$ cat src/rtl/lsu_mem_ctrl.sv
// rtl/lsu_mem_ctrl.sv - LSU data-memory bus controller with req/gnt/rvalid handshake and timeout
module lsu_mem_ctrl #(
  parameter int unsigned TIMEOUT_CYCLES = 16,
  parameter int unsigned CNT_W          = 5
) (
  input  logic        clock,
  input  logic        reset,
  // core side
  input  logic        core_req_i,
  input  logic        core_we_i,
  input  logic [1:0]  core_size_i,
  input  logic        core_unsigned_i,
  input  logic [31:0] core_addr_i,
  input  logic [31:0] core_wdata_i,
  output logic        core_ready_o,
  output logic        core_rvalid_o,
  output logic [31:0] core_rdata_o,
  output logic        core_err_o,
  // memory side
  output logic        mem_req_o,
  output logic [31:0] mem_addr_o,
  output logic        mem_we_o,
  output logic [3:0]  mem_be_o,
  output logic [31:0] mem_wdata_o,
  input  logic        mem_gnt_i,
  input  logic        mem_rvalid_i,
  input  logic [31:0] mem_rdata_i
);

  typedef enum logic [1:0] {
    ST_IDLE = 2'd0,
    ST_REQ  = 2'd1,
    ST_WAIT = 2'd2
  } state_e;

  // Last counter value a transaction may spend in REQ+WAIT before being aborted.
  localparam logic [CNT_W-1:0] CNT_LAST = CNT_W'(TIMEOUT_CYCLES - 1);

  state_e state_q, state_d;

  // Bus-side registered outputs
  logic        mem_req_q, mem_req_d;
  logic [31:0] mem_addr_q, mem_addr_d;
  logic        mem_we_q, mem_we_d;
  logic [3:0]  mem_be_q, mem_be_d;
  logic [31:0] mem_wdata_q, mem_wdata_d;

  // Fields of the accepted request needed to shape the response
  logic        we_q, we_d;
  logic [1:0]  size_q, size_d;
  logic        uns_q, uns_d;
  logic [1:0]  off_q, off_d;

  // Core-side registered outputs and timeout counter
  logic        rvalid_q, rvalid_d;
  logic        err_q, err_d;
  logic [31:0] rdata_q, rdata_d;
  logic [CNT_W-1:0] cnt_q, cnt_d;

  // Request decode and response extraction
  logic        misaligned;
  logic [3:0]  req_be;
  logic [31:0] req_wdata;
  logic [7:0]  rd_byte;
  logic [15:0] rd_half;
  logic [31:0] load_data;
  logic        timeout_hit;

  assign timeout_hit  = (cnt_q == CNT_LAST);
  assign core_ready_o = (state_q == ST_IDLE);

  // Alignment check of the incoming request against its access size
  always_comb begin
    misaligned = 1'b0;
    case (core_size_i)
      2'b00:   misaligned = 1'b0;
      2'b01:   misaligned = core_addr_i[0];
      2'b10:   misaligned = |core_addr_i[1:0];
      default: misaligned = 1'b1;
    endcase
  end

  // Byte enables and lane-replicated write data; loads put zero on the write bus
  always_comb begin
    req_be    = 4'b0000;
    req_wdata = 32'h0;
    case (core_size_i)
      2'b00: begin
        req_be    = 4'b0001 << core_addr_i[1:0];
        req_wdata = {4{core_wdata_i[7:0]}};
      end
      2'b01: begin
        req_be    = 4'b0011 << core_addr_i[1:0];
        req_wdata = {2{core_wdata_i[15:0]}};
      end
      default: begin
        req_be    = 4'b1111;
        req_wdata = core_wdata_i;
      end
    endcase
    if (!core_we_i) begin
      req_wdata = 32'h0;
    end
  end

  // Lane selection and sign/zero extension of the returned read word
  always_comb begin
    rd_byte = mem_rdata_i[7:0];
    case (off_q)
      2'd0:    rd_byte = mem_rdata_i[7:0];
      2'd1:    rd_byte = mem_rdata_i[15:8];
      2'd2:    rd_byte = mem_rdata_i[23:16];
      default: rd_byte = mem_rdata_i[31:24];
    endcase
    rd_half = off_q[1] ? mem_rdata_i[31:16] : mem_rdata_i[15:0];
    case (size_q)
      2'b00:   load_data = {{24{~uns_q & rd_byte[7]}}, rd_byte};
      2'b01:   load_data = {{16{~uns_q & rd_half[15]}}, rd_half};
      default: load_data = mem_rdata_i;
    endcase
  end

  // State register
  always_ff @(posedge clock or negedge reset) begin
    if (!reset) begin
      state_q <= ST_IDLE;
    end else begin
      state_q <= state_d;
    end
  end

  // Next-state logic; a response arriving on the timeout cycle still completes
  always_comb begin
    state_d = state_q;
    case (state_q)
      ST_IDLE: begin
        if (core_req_i && !misaligned) begin
          state_d = ST_REQ;
        end
      end
      ST_REQ: begin
        if (timeout_hit) begin
          state_d = ST_IDLE;
        end else if (mem_gnt_i) begin
          state_d = ST_WAIT;
        end
      end
      ST_WAIT: begin
        if (mem_rvalid_i || timeout_hit) begin
          state_d = ST_IDLE;
        end
      end
      default: state_d = ST_IDLE;
    endcase
  end

  // Output/datapath logic: latch request, drive bus, shape response pulses
  always_comb begin
    mem_req_d   = mem_req_q;
    mem_addr_d  = mem_addr_q;
    mem_we_d    = mem_we_q;
    mem_be_d    = mem_be_q;
    mem_wdata_d = mem_wdata_q;
    we_d        = we_q;
    size_d      = size_q;
    uns_d       = uns_q;
    off_d       = off_q;
    cnt_d       = cnt_q;
    rvalid_d    = 1'b0;
    err_d       = 1'b0;
    rdata_d     = rdata_q;
    case (state_q)
      ST_IDLE: begin
        if (core_req_i) begin
          if (misaligned) begin
            err_d = 1'b1;
          end else begin
            mem_req_d   = 1'b1;
            mem_addr_d  = {core_addr_i[31:2], 2'b00};
            mem_we_d    = core_we_i;
            mem_be_d    = req_be;
            mem_wdata_d = req_wdata;
            we_d        = core_we_i;
            size_d      = core_size_i;
            uns_d       = core_unsigned_i;
            off_d       = core_addr_i[1:0];
            cnt_d       = '0;
          end
        end
      end
      ST_REQ: begin
        cnt_d = cnt_q + CNT_W'(1);
        if (timeout_hit) begin
          err_d     = 1'b1;
          mem_req_d = 1'b0;
        end else if (mem_gnt_i) begin
          mem_req_d = 1'b0;
        end
      end
      ST_WAIT: begin
        cnt_d = cnt_q + CNT_W'(1);
        if (mem_rvalid_i) begin
          rvalid_d = 1'b1;
          rdata_d  = we_q ? 32'h0 : load_data;
        end else if (timeout_hit) begin
          err_d = 1'b1;
        end
      end
      default: begin
        mem_req_d = 1'b0;
      end
    endcase
  end

  // Datapath registers
  always_ff @(posedge clock or negedge reset) begin
    if (!reset) begin
      mem_req_q   <= 1'b0;
      mem_addr_q  <= 32'h0;
      mem_we_q    <= 1'b0;
      mem_be_q    <= 4'b0000;
      mem_wdata_q <= 32'h0;
      we_q        <= 1'b0;
      size_q      <= 2'b00;
      uns_q       <= 1'b0;
      off_q       <= 2'b00;
      cnt_q       <= '0;
      rvalid_q    <= 1'b0;
      err_q       <= 1'b0;
      rdata_q     <= 32'h0;
    end else begin
      mem_req_q   <= mem_req_d;
      mem_addr_q  <= mem_addr_d;
      mem_we_q    <= mem_we_d;
      mem_be_q    <= mem_be_d;
      mem_wdata_q <= mem_wdata_d;
      we_q        <= we_d;
      size_q      <= size_d;
      uns_q       <= uns_d;
      off_q       <= off_d;
      cnt_q       <= cnt_d;
      rvalid_q    <= rvalid_d;
      err_q       <= err_d;
      rdata_q     <= rdata_d;
    end
  end

  assign mem_req_o     = mem_req_q;
  assign mem_addr_o    = mem_addr_q;
  assign mem_we_o      = mem_we_q;
  assign mem_be_o      = mem_be_q;
  assign mem_wdata_o   = mem_wdata_q;
  assign core_rvalid_o = rvalid_q;
  assign core_err_o    = err_q;
  assign core_rdata_o  = rdata_q;

endmodule

$ cat config.mk
export PLATFORM = sky130hd
export DESIGN_NAME = lsu_mem_ctrl
export DESIGN_NICKNAME = d
export VERILOG_FILES = /design/src/rtl/lsu_mem_ctrl.sv
export SDC_FILE = /design/constraint.sdc
export NUM_CORES = 1
export LEC_CHECK = 0
export ABC_AREA = 1
export BUFFER_PORTS_ARGS = -buffer_cell sky130_fd_sc_hd__buf_4
export CORE_UTILIZATION = 44
export CTS_BUF_LIST = sky130_fd_sc_hd__clkbuf_4 sky130_fd_sc_hd__clkbuf_8 sky130_fd_sc_hd__clkbuf_16
export CTS_CLUSTER_DIAMETER = 30
export DETAILED_ROUTE_END_ITERATION = 16
export PLACE_DENSITY = 0.82
export REMOVE_ABC_BUFFERS = 1
export SLEW_MARGIN = 20
export SYNTH_ARGS = -nofsm -noshare
export SYNTH_HDL_FRONTEND = slang
export SYNTH_SLANG_ARGS = --single-unit
$ cat constraint.sdc
create_clock -name clock -period 1.63 [get_ports clock]
set_input_delay 0 -clock clock [delete_from_list [all_inputs] [get_ports clock]]
set_output_delay 0 -clock clock [all_outputs]
set_load 0.05 [all_outputs]
== Word level (Yosys, flattened, before mapping) ==
Cells that the tools add are included.

* Register bits after elaboration: 114
* Bits of input ports: 105
* Output and inout bits: 105

* $add $sub $neg: 1
* Eq/ne operators: 13
* Shifts and indexed selects: 2
* Multiplexer cells: 28
* Bitwise logic cells: 5
* Reductions and logical operators: 15

{| class="wikitable"
|+ Operator list
! cell !! number
|-
| $pmux W32 S2 || 2
|-
| $mux W32 || 2
|-
| $pmux W8 S3 || 1
|-
| $mux W16 || 1
|-
| $mux W1 || 10
|-
| $mux W5 || 2
|-
| $pmux W5 S2 || 1
|-
| $pmux W1 S3 || 3
|-
| $reduce_and A3 Y1 || 3
|-
| $eq A2 B1 Y1 const B || 4
|-
| $logic_not A2 Y1 || 4
|-
| $mux W2 || 4
|-
| $pmux W4 S2 || 1
|-
| $eq A2 B2 Y1 const B || 3
|-
| $ne A2 B2 Y1 const B || 3
|-
| $pmux W2 S3 || 1
|-
| $add A5 B1 Y5 const B || 1
|-
| $eq A5 B4 Y1 const B || 1
|-
| $reduce_and A4 Y1 || 1
|-
| $reduce_or A2 Y1 || 2
|-
| $shl A1 B2 Y4 const A || 1
|-
| $shl A2 B2 Y4 const A || 1
|-
| $ne A3 B3 Y1 const B || 1
|-
| $not A1 Y1 || 3
|-
| 7 further kinds || 8
|}

== Logic depth before layout (Yosys ltp) ==
Gate-level depths: netlist (run 1).

* Word-level depth: 6
* Mapped depth: 10

== Least setup slack after synthesis (run 1) ==
Ideal clock, no wire load.

* Kind: reg-to-reg
* Start point: register state_q[0]
* End point: register mem_addr_q[10] (netlist: mem_addr_o[10])
* Library setup time: 0.118 ns
* Arrival: 1.695 ns
* Setup slack: -0.183 ns
* Cell stages (with the launch flop): 10
* Path buffers: 2
* Period minus slack after synthesis: 1.813 ns
* Cell sequence: dfrtp_1 > inv_1 > ha_1 > nand2_1 > inv_1 > nand2_2 > buf_4 > buf_2 > nand2_1 > nand2_1

* Longest elaborated chain between the ends: 2

{| class="wikitable"
|+ RTL lines
! item !! line !! RTL
|-
| start: declaration || 39 || <nowiki>state_e state_q, state_d;</nowiki>
|-
| start signal: assignment || 128 || <nowiki>state_q <= state_d;</nowiki>
|-
| $logic_not A2 Y1 || - ||
|-
| via core_ready_o || 15 || <nowiki>output logic core_ready_o,</nowiki>
|-
| $reduce_and A3 Y1 (no line) || - ||
|-
| end signal: assignment || 233 || <nowiki>mem_addr_q <= mem_addr_d;</nowiki>
|-
| end: declaration || 43 || <nowiki>logic [31:0] mem_addr_q, mem_addr_d;</nowiki>
|}

The timed path passes the listed nets, and every way through them passes these cells.
A chain may end at the register's enable or synchronous reset.

== Final worst setup path (run 1) ==
* Start point: input core_size_i[1]
* End point: register mem_wdata_q[24] (netlist: mem_wdata_o[24])

* Longest elaborated chain between the ends: 4

{| class="wikitable"
|+ RTL lines
! item !! line !! RTL
|-
| start: declaration || 11 || <nowiki>input logic [1:0] core_size_i,</nowiki>
|-
| $eq A2 B2 Y1, or another cell as far along || 75 || <nowiki>case (core_size_i)</nowiki>
|-
| $pmux W1 S3 || 75 ||
|-
| $not A1 Y1 (no line) || - ||
|-
| $reduce_and A3 Y1 (no line) || - ||
|-
| end signal: assignment || 236 || <nowiki>mem_wdata_q <= mem_wdata_d;</nowiki>
|-
| end: declaration || 46 || <nowiki>logic [31:0] mem_wdata_q, mem_wdata_d;</nowiki>
|}

Parallel ways exist; a longest one is shown, timed or not.

==> run_results.csv, run 1 <==
group,metric,value,unit
outcome,outcome,"finished clean",
job,drv_cap,0,
sta,slew_viol_final,0,
power_and_ir_drop,clkPwrFrac,20.2,%
setup_path,worst_ep_required_time,1.92,ns
global_routing,grt_max_degree,42,
setup_path,path_max_fanout,20,
drt,wl,22600,um
placed_design,dp.cells,1043,
power_and_ir_drop,leakagePower,0.00483,uW
global_routing,grt_pass1_vias,6551,
power_and_ir_drop,p_total,19300,uW
cells_and_area,fin_cells,1185,
sta,whs,0.0527,ns
global_routing,antenna_found_initial,0,
drt,remaining_drc_errors,0,
global_routing,overflow,0,
yosys,ys_types,31,
setup_path,critical_path_buf_inv_count,3,
yosys,yosys_warnings,0,
placed_design,dpl_cell_area,0.00725,mm^2
placed_design,place_congestion,0.917,
sta,finalSetupViolCount,0,
clocking,cts_sinks,114,
sta,period_share,99.4,%
power_and_ir_drop,pwr-share-seq,26.2,%
yosys,ys_ff_latch,114,
power_and_ir_drop,max-vdd-ir-drop,2.38,mV
power_and_ir_drop,p_int,9660,uW
cells_and_area,final_cell_mix,"279 x nand2_1, 230 x buf_4, 114 x dfrtp_1, 105 x dlygate4sd3_1, 51 x inv_1",
power_and_ir_drop,p_sw_share,50.0,%
cells_and_area,fillers,731,
die,die_y,113,um
setup_path,critical_path_class,"input port to flip-flop",
cells_and_area,antenna_cells,0,
yosys,syn_area,0.00544,mm^2
setup_path,path_delay_family,"buffers and inverters",
placed_design,dp_hpwl,11700,um
cells_and_area,drive_above_1_share,29.3,%
setup_path,crit_arrival,1.91,ns
sta,tightest_slew,0.587,ns
worst_hold_path,min_path_type,"input port to flip-flop",
clocking,cts-htree-levels,4,
sta,slew_headroom,60.8,%
sta,hold_viol,0,
sta,final.min_clock_period,1.62,ns
die,coreArea,0.0120,mm^2
cells_and_area,layout_commonest_cell,"nand2_1",
die,rows,40,
power_and_ir_drop,p_per_area,2140,mW/mm^2
clocking,cts_buffers,17,
sta,rsz0062_at_grt,"true",
die,ios,210,
setup_path,crit_chain,"dlygate4sd3_1, buf_4, inv_1, nand2_1, o221ai_1, o21ai_1",
drt,drt_iter0_drc,793,
yosys,synth_area_per_cell,7.80,um^2
placed_design,numPortBuffers,207,
setup_path,slowest_delay,0.54,ns
die,die_w,113,um
setup_path,startpoint_type,"input port",
drt,wl_per_cell,19.0,um
die,dieArea,0.0128,mm^2
clocking,clockBufferDepth,2,
placed_design,dp_slack,-0.0134,ns
sta,finalWorstSetupSlack,0.00979,ns
cells_and_area,fin_area,0.00902,mm^2
clocking,clk_pin_slew,0.06,ns
clocking,cts_root_buffer,"clkbuf_16",
cells_and_area,nets,1136,
setup_path,end_kind,"flip-flop",
clocking,insertion_delay,0.42,ns
drt,vias_per_cell,5.57,
setup_path,cp_slowest_cell,"dlygate4sd3_1",
global_routing,grt_usage,35.6,%
drt,vias,6598,
sta,skew,0.00695,ns
cells_and_area,area_growth,65.9,%
drt,dr.pass1.iters,5,
yosys,synthCells,697,
drt,drtAntennaViolNets,0,
sta,fmax,0.617,GHz
yosys,yosysSeqAreaShare,52.5,%
die,start_util,45.3,%
power_and_ir_drop,power_switching,9660,uW
clocking,cts_tree,"done",
power_and_ir_drop,comb_power_share,53.6,%
global_routing,grt_pass1_wl,34600,um
-- worst reg2reg max path, delay by kind of cell (launching register included) --
family | cells | cell delay (ns)
simple gates | 5 | 0.44
flops | 1 | 0.40
fa+ha+maj | 2 | 0.39
buf+inv | 2 | 0.15
compound gates | 1 | 0.14
-- power groups by stage --
stage / clock (uW) / sequential, uW / combinational, uW
after CTS: 3870 / 4910 / 9860
after detailed placement: 0 / 4890 / 9580
after floorplan: 0 / 8860 / 2300
final: 3900 / 5060 / 10400
after global placement: 0 / 4910 / 9430
after global routing: 4040 / 5140 / 10900
-- layer usage --
metal	wire length (um)	part of all wire, %	global-route usage [%]	vias to the layer above
li1	-	-	-	2862
met1	8040	36	40.9	3074
met2	11000	49	60.1	535
met3	2230	9.9	9.27	127
met4	1260	5.6	20.9	0
met5	0	0	0	-
-- synthesized netlist by cell type --
cell type / number / area share [%]
dfrtp_1: 114 / 52
nand2_1: 280 / 19
o21ai_1: 33 / 3.0
conb_1: 1 / 0.069
o21a_1: 1 / 0.14
buf_4: 3 / 0.41
buf_1: 3 / 0.21
and3_1: 1 / 0.12
o221ai_1: 8 / 1.3
or2_2: 13 / 1.5
nand3_2: 2 / 0.37
xor2_1: 1 / 0.16
ha_1: 6 / 1.4
o21ai_0: 45 / 4.1
o211ai_1: 1 / 0.14
nor2_2: 2 / 0.23
nor2_4: 2 / 0.41
buf_6: 1 / 0.21
nor3_1: 1 / 0.092
inv_1: 52 / 3.6
inv_2: 3 / 0.21
nand3b_1: 1 / 0.14
nand2_2: 3 / 0.35
clkbuf_1: 13 / 0.90
a22oi_1: 1 / 0.14
nand3_1: 24 / 2.2
o21ai_2: 1 / 0.16
buf_2: 13 / 1.2
nand4_1: 1 / 0.12
nor2_1: 37 / 2.6
a21oi_1: 30 / 2.8
-- cells by family (layout without fill, tap and decap cells) --
kind of cell / after synthesis / after routing / share of synthesized area, %
flip-flops: 114 / 114 / 52.5
XOR/XNOR: 1 / 1 / 0.161
other: 1 / 2 / 0.0690
buffers and inverters: 88 / 428 / 6.72
AND/OR/NAND/NOR: 367 / 367 / 27.4
AO/OA/AOI/OAI: 120 / 120 / 11.8
adder cells (fa/ha/maj): 6 / 6 / 1.38
-- flip-flops by register name, indices dropped and copies added (netlist names) --
name and flops:
core_rdata_o 32, off_q 2, size_q 2, mem_req_o 1, cnt_q 5, mem_wdata_o 32, core_rvalid_o 1, mem_addr_o 30
uns_q 1, core_err_o 1, state_q 2, we_q 1, mem_be_o 4
-- final timing paths --
kind	endpoint	cells past startpoint	slack, ns	start
max in group asynchronous	mem_wdata_o[18]$_DFFE_PN0P_	3	0.90	reset
min	core_err_o$_DFF_PN0_	4	0.05	mem_rvalid_i
max	mem_wdata_o[24]$_DFFE_PN0P_	6	0.01	core_size_i[1]
max reg2reg	state_q[1]$_DFFE_PN0P_	10	0.05	cnt_q[1]$_DFFE_PN0P_
min in group asynchronous	core_rdata_o[25]$_DFFE_PN0P_	2	0.14	reset
min reg2reg	core_rdata_o[23]$_DFFE_PN0P_	2	0.48	core_rdata_o[23]$_DFFE_PN0P_
-- cell type report --
cell class                 instances  area [um^2]  share of cell area [%]
multi-input combinational        496         2270                    25.2
timing repair buffer             341         2890                    32.0
inverter                          55          211                    2.34
clock buffer                      19          453                    5.02
sequential                       114         2850                    31.6
tap                              147          184                    2.04
clock inverter                    13          159                    1.76
-- metrics by stage --
step	utilization, %	TNS, ns
2_1_floorplan	-	-68.72
3_3_place_gp	60.4	0
3_5_place_dp	60.4	-0.0188
4_1_cts	74.4	0
5_1_grt	75.1	-0.222
6_report	75.1	0
-- repair_timing --
item | in CTS | in global routing
hold buffers | 105 | 0
buffers inserted | 2 | 3
endpoints found under the hold margin | 153 | 0
endpoints found under the setup margin | 2 | 47
gates resized for setup | 1 | 22
pin swaps | 0 | 2
Note: power is estimated with default switching activity, not from simulation.
==> run 2, diff against run 1 <==
--- a/config.mk
+++ b/config.mk
@@ -9,3 +9,3 @@
 export BUFFER_PORTS_ARGS = -buffer_cell sky130_fd_sc_hd__buf_4
-export CORE_UTILIZATION = 44
+export CORE_UTILIZATION = 41
 export CTS_BUF_LIST = sky130_fd_sc_hd__clkbuf_4 sky130_fd_sc_hd__clkbuf_8 sky130_fd_sc_hd__clkbuf_16
@@ -13,3 +13,3 @@
 export DETAILED_ROUTE_END_ITERATION = 16
-export PLACE_DENSITY = 0.82
+export PLACE_DENSITY = 0.78
 export REMOVE_ABC_BUFFERS = 1
==> constraint.sdc (replaced) <==
create_clock -name clock -period 1.63 [get_ports clock]
set_input_delay 0.0815 -clock clock [delete_from_list [all_inputs] [get_ports clock]]
set_output_delay 0.0815 -clock clock [all_outputs]
set_load 0.05 [all_outputs]
==> run 2 against run 1 <==
  * Clock skew is 0.0044 ns higher
  * Core utilization is 8.6 points lower
  * Final cell count is 2.2% lower
  * Power decreased by 6.0%
  * Setup slack better by 0.11 ns
  * Count of clock-buffer cells in the layout increased by 4
  * Clock power fell by 14%
  * Worst hold slack worse by 0.040 ns
  * Critical path type is now flip-flop to flip-flop
  * Critical endpoint is now cnt_q[4]$_DFFE_PN0P_
  * Largest power group unchanged
==> run_results.csv, run 2 (same netlist as run 1, synthesis figures left out) <==
group,metric,value,unit
global_routing,use_met3,7.72,%
setup_path,crit_arrival,1.81,ns
cells_and_area,fin_area,0.00849,mm^2
placed_design,dp_hpwl,11300,um
global_routing,grt.busiest_layer,"met2",
sta,period_share,92.9,%
drt,vias_per_cell,5.03,
clocking,cts_sinks,114,
setup_path,worst_ep_required_time,1.93,ns
power_and_ir_drop,p_int,9170,uW
power_and_ir_drop,clkPwrFrac,18.4,%
sta,slew_viol_final,0,
setup_path,cp_slowest_cell,"dfrtp_1",
setup_path,path_delay_family,"simple AND/OR/NAND/NOR gates",
sta,final.min_clock_period,1.52,ns
global_routing,grt_max_degree,45,
drt,drtAntennaViolNets,0,
placed_design,place_congestion,0.846,
global_routing,grt_pass1_vias,5722,
sta,final.setup.tns,0,ns
power_and_ir_drop,p_sw_share,49.5,%
global_routing,grt_usage,27.0,%
drt,drt_iter0_drc,368,
die,coreArea,0.0128,mm^2
drt,wl,18000,um
setup_path,reg2reg_slack,0.11,ns
sta,rsz0062_at_grt,"true",
setup_path,critical_path_buf_inv_count,3,
setup_path,startpoint_type,"flip-flop",
cells_and_area,final_cell_mix,"279 x nand2_1, 226 x buf_4, 113 x dfrtp_1, 63 x dlygate4sd3_1, 52 x inv_1",
drt,vias,5830,
outcome,outcome,"finished clean",
cells_and_area,antenna_cells,0,
cells_and_area,drive_above_1_share,29.5,%
placed_design,dpl_cell_area,0.00724,mm^2
power_and_ir_drop,comb_power_share,54.2,%
global_routing,grtUsageMet1,32.4,%
clocking,cts-htree-levels,4,
cells_and_area,area_growth,56.1,%
clocking,clockBufferDepth,2,
cells_and_area,nets,1089,
global_routing,grt_use_met2,45.4,%
power_and_ir_drop,p_per_area,2140,mW/mm^2
worst_hold_path,min_path_type,"input port to flip-flop",
sta,fmax,0.660,GHz
clocking,insertion_delay,0.41,ns
die,start_util,42.6,%
clocking,clk_pin_slew,0.05,ns
sta,skew,0.0114,ns
job,drv_cap,0,
die,die_w,117,um
clocking,cts_root_buffer,"clkbuf_16",
power_and_ir_drop,power_switching,8990,uW
die,rows,41,
power_and_ir_drop,max-vdd-ir-drop,1.34,mV
cells_and_area,fillers,949,
setup_path,path_max_fanout,44,
setup_path,critical_path_class,"flip-flop to flip-flop",
clocking,cts_buffers,17,
die,die_y,117,um
clocking,cts_tree,"done",
global_routing,grt_pass1_wl,27900,um
drt,dr.pass1.iters,5,
global_routing,overflow,0,
setup_path,crit_chain,"inv_1, ha_1, nand2_1, inv_1, nand2_2, buf_8, nand2_2, nand2_1, o21ai_1",
power_and_ir_drop,leakagePower,0.00459,uW
sta,finalSetupViolCount,0,
sta,hold_viol,0,
setup_path,slowest_delay,0.35,ns
setup_path,end_kind,"flip-flop",
drt,remaining_drc_errors,0,
cells_and_area,layout_commonest_cell,"nand2_1",
die,dieArea,0.0137,mm^2
die,ios,210,
drt,wl_per_cell,15.5,um
power_and_ir_drop,pwr-share-seq,27.4,%
global_routing,antenna_found_initial,0,
placed_design,numPortBuffers,207,
-- run 2: metrics by stage --
step                setup slack (ns)  hold slack (ns)  total power (uW)  util [%]  instances
detailed placement           -0.0163           0.0862             14400      56.7       1063
floorplan                     -0.977           -0.214             11200         -        665
CTS                           0.0174          0.00213             18000      65.9       1155
global placement           -0.000224           0.0821             14300      56.7       1063
global route                 -0.0220           0.0317             19100      66.5       1159
finish                         0.115           0.0126             18200      66.5       1159
-- run 2: routing by layer --
| layer | routed length [um] | vias to the layer above |
|---|---|---|
| met5 | 0 | - |
| met3 | 1570 | 37 |
| met2 | 8780 | 293 |
| met4 | 476 | 0 |
| li1 | - | 2766 |
| met1 | 7180 | 2734 |
-- run 2: timing repair --
item	CTS	global route
setup buffers	1	4
setup endpoints to repair	6	66
endpoints found under the hold margin	96	0
pin swaps	0	4
hold buffers	63	0
gates cloned	0	0
resized for setup	2	12
-- run 2: power groups by stage --
stage                     Combinational [uW]  Sequential [uW]  Clock (uW)
final                                   9850             4970        3340
after global placement                  9380             4940           0
after CTS                               9660             4910        3370
after floorplan                         2300             8860           0
after detailed placement                9530             4910           0
after global routing                   10500             5110        3500
-- run 2: tightest hold or removal path: cells and delay by family --
family,cells,cell delay (ns)
compound gates,2,0.21
buf+inv,1,0.09
-- run 2: area by class of cell --
| type | count | area (um^2) | area share [%] |
|---|---|---|---|
| Sequential cell | 114 | 2850 | 33.6 |
| Timing Repair Buffer | 294 | 2420 | 28.5 |
| Multi-Input combinational cell | 496 | 2260 | 26.6 |
| Clock buffer | 23 | 502 | 5.91 |
| Tap cell | 172 | 215 | 2.53 |
| Inverter | 55 | 209 | 2.46 |
| Clock inverter | 5 | 30.0 | 0.354 |
-- run 2: final timing paths --
kind,from,to,depth (start not counted)
setup / recovery,state_q[1]$_DFFE_PN0P_,cnt_q[4]$_DFFE_PN0P_,9
min in group asynchronous,reset,mem_req_o$_DFFE_PN0P_,2
hold reg to reg,core_rdata_o[24]$_DFFE_PN0P_,core_rdata_o[24]$_DFFE_PN0P_,2
max in group asynchronous,reset,mem_addr_o[14]$_DFFE_PN0P_,3
hold / removal,core_wdata_i[9],mem_wdata_o[9]$_DFFE_PN0P_,3
setup reg to reg,state_q[1]$_DFFE_PN0P_,cnt_q[4]$_DFFE_PN0P_,9
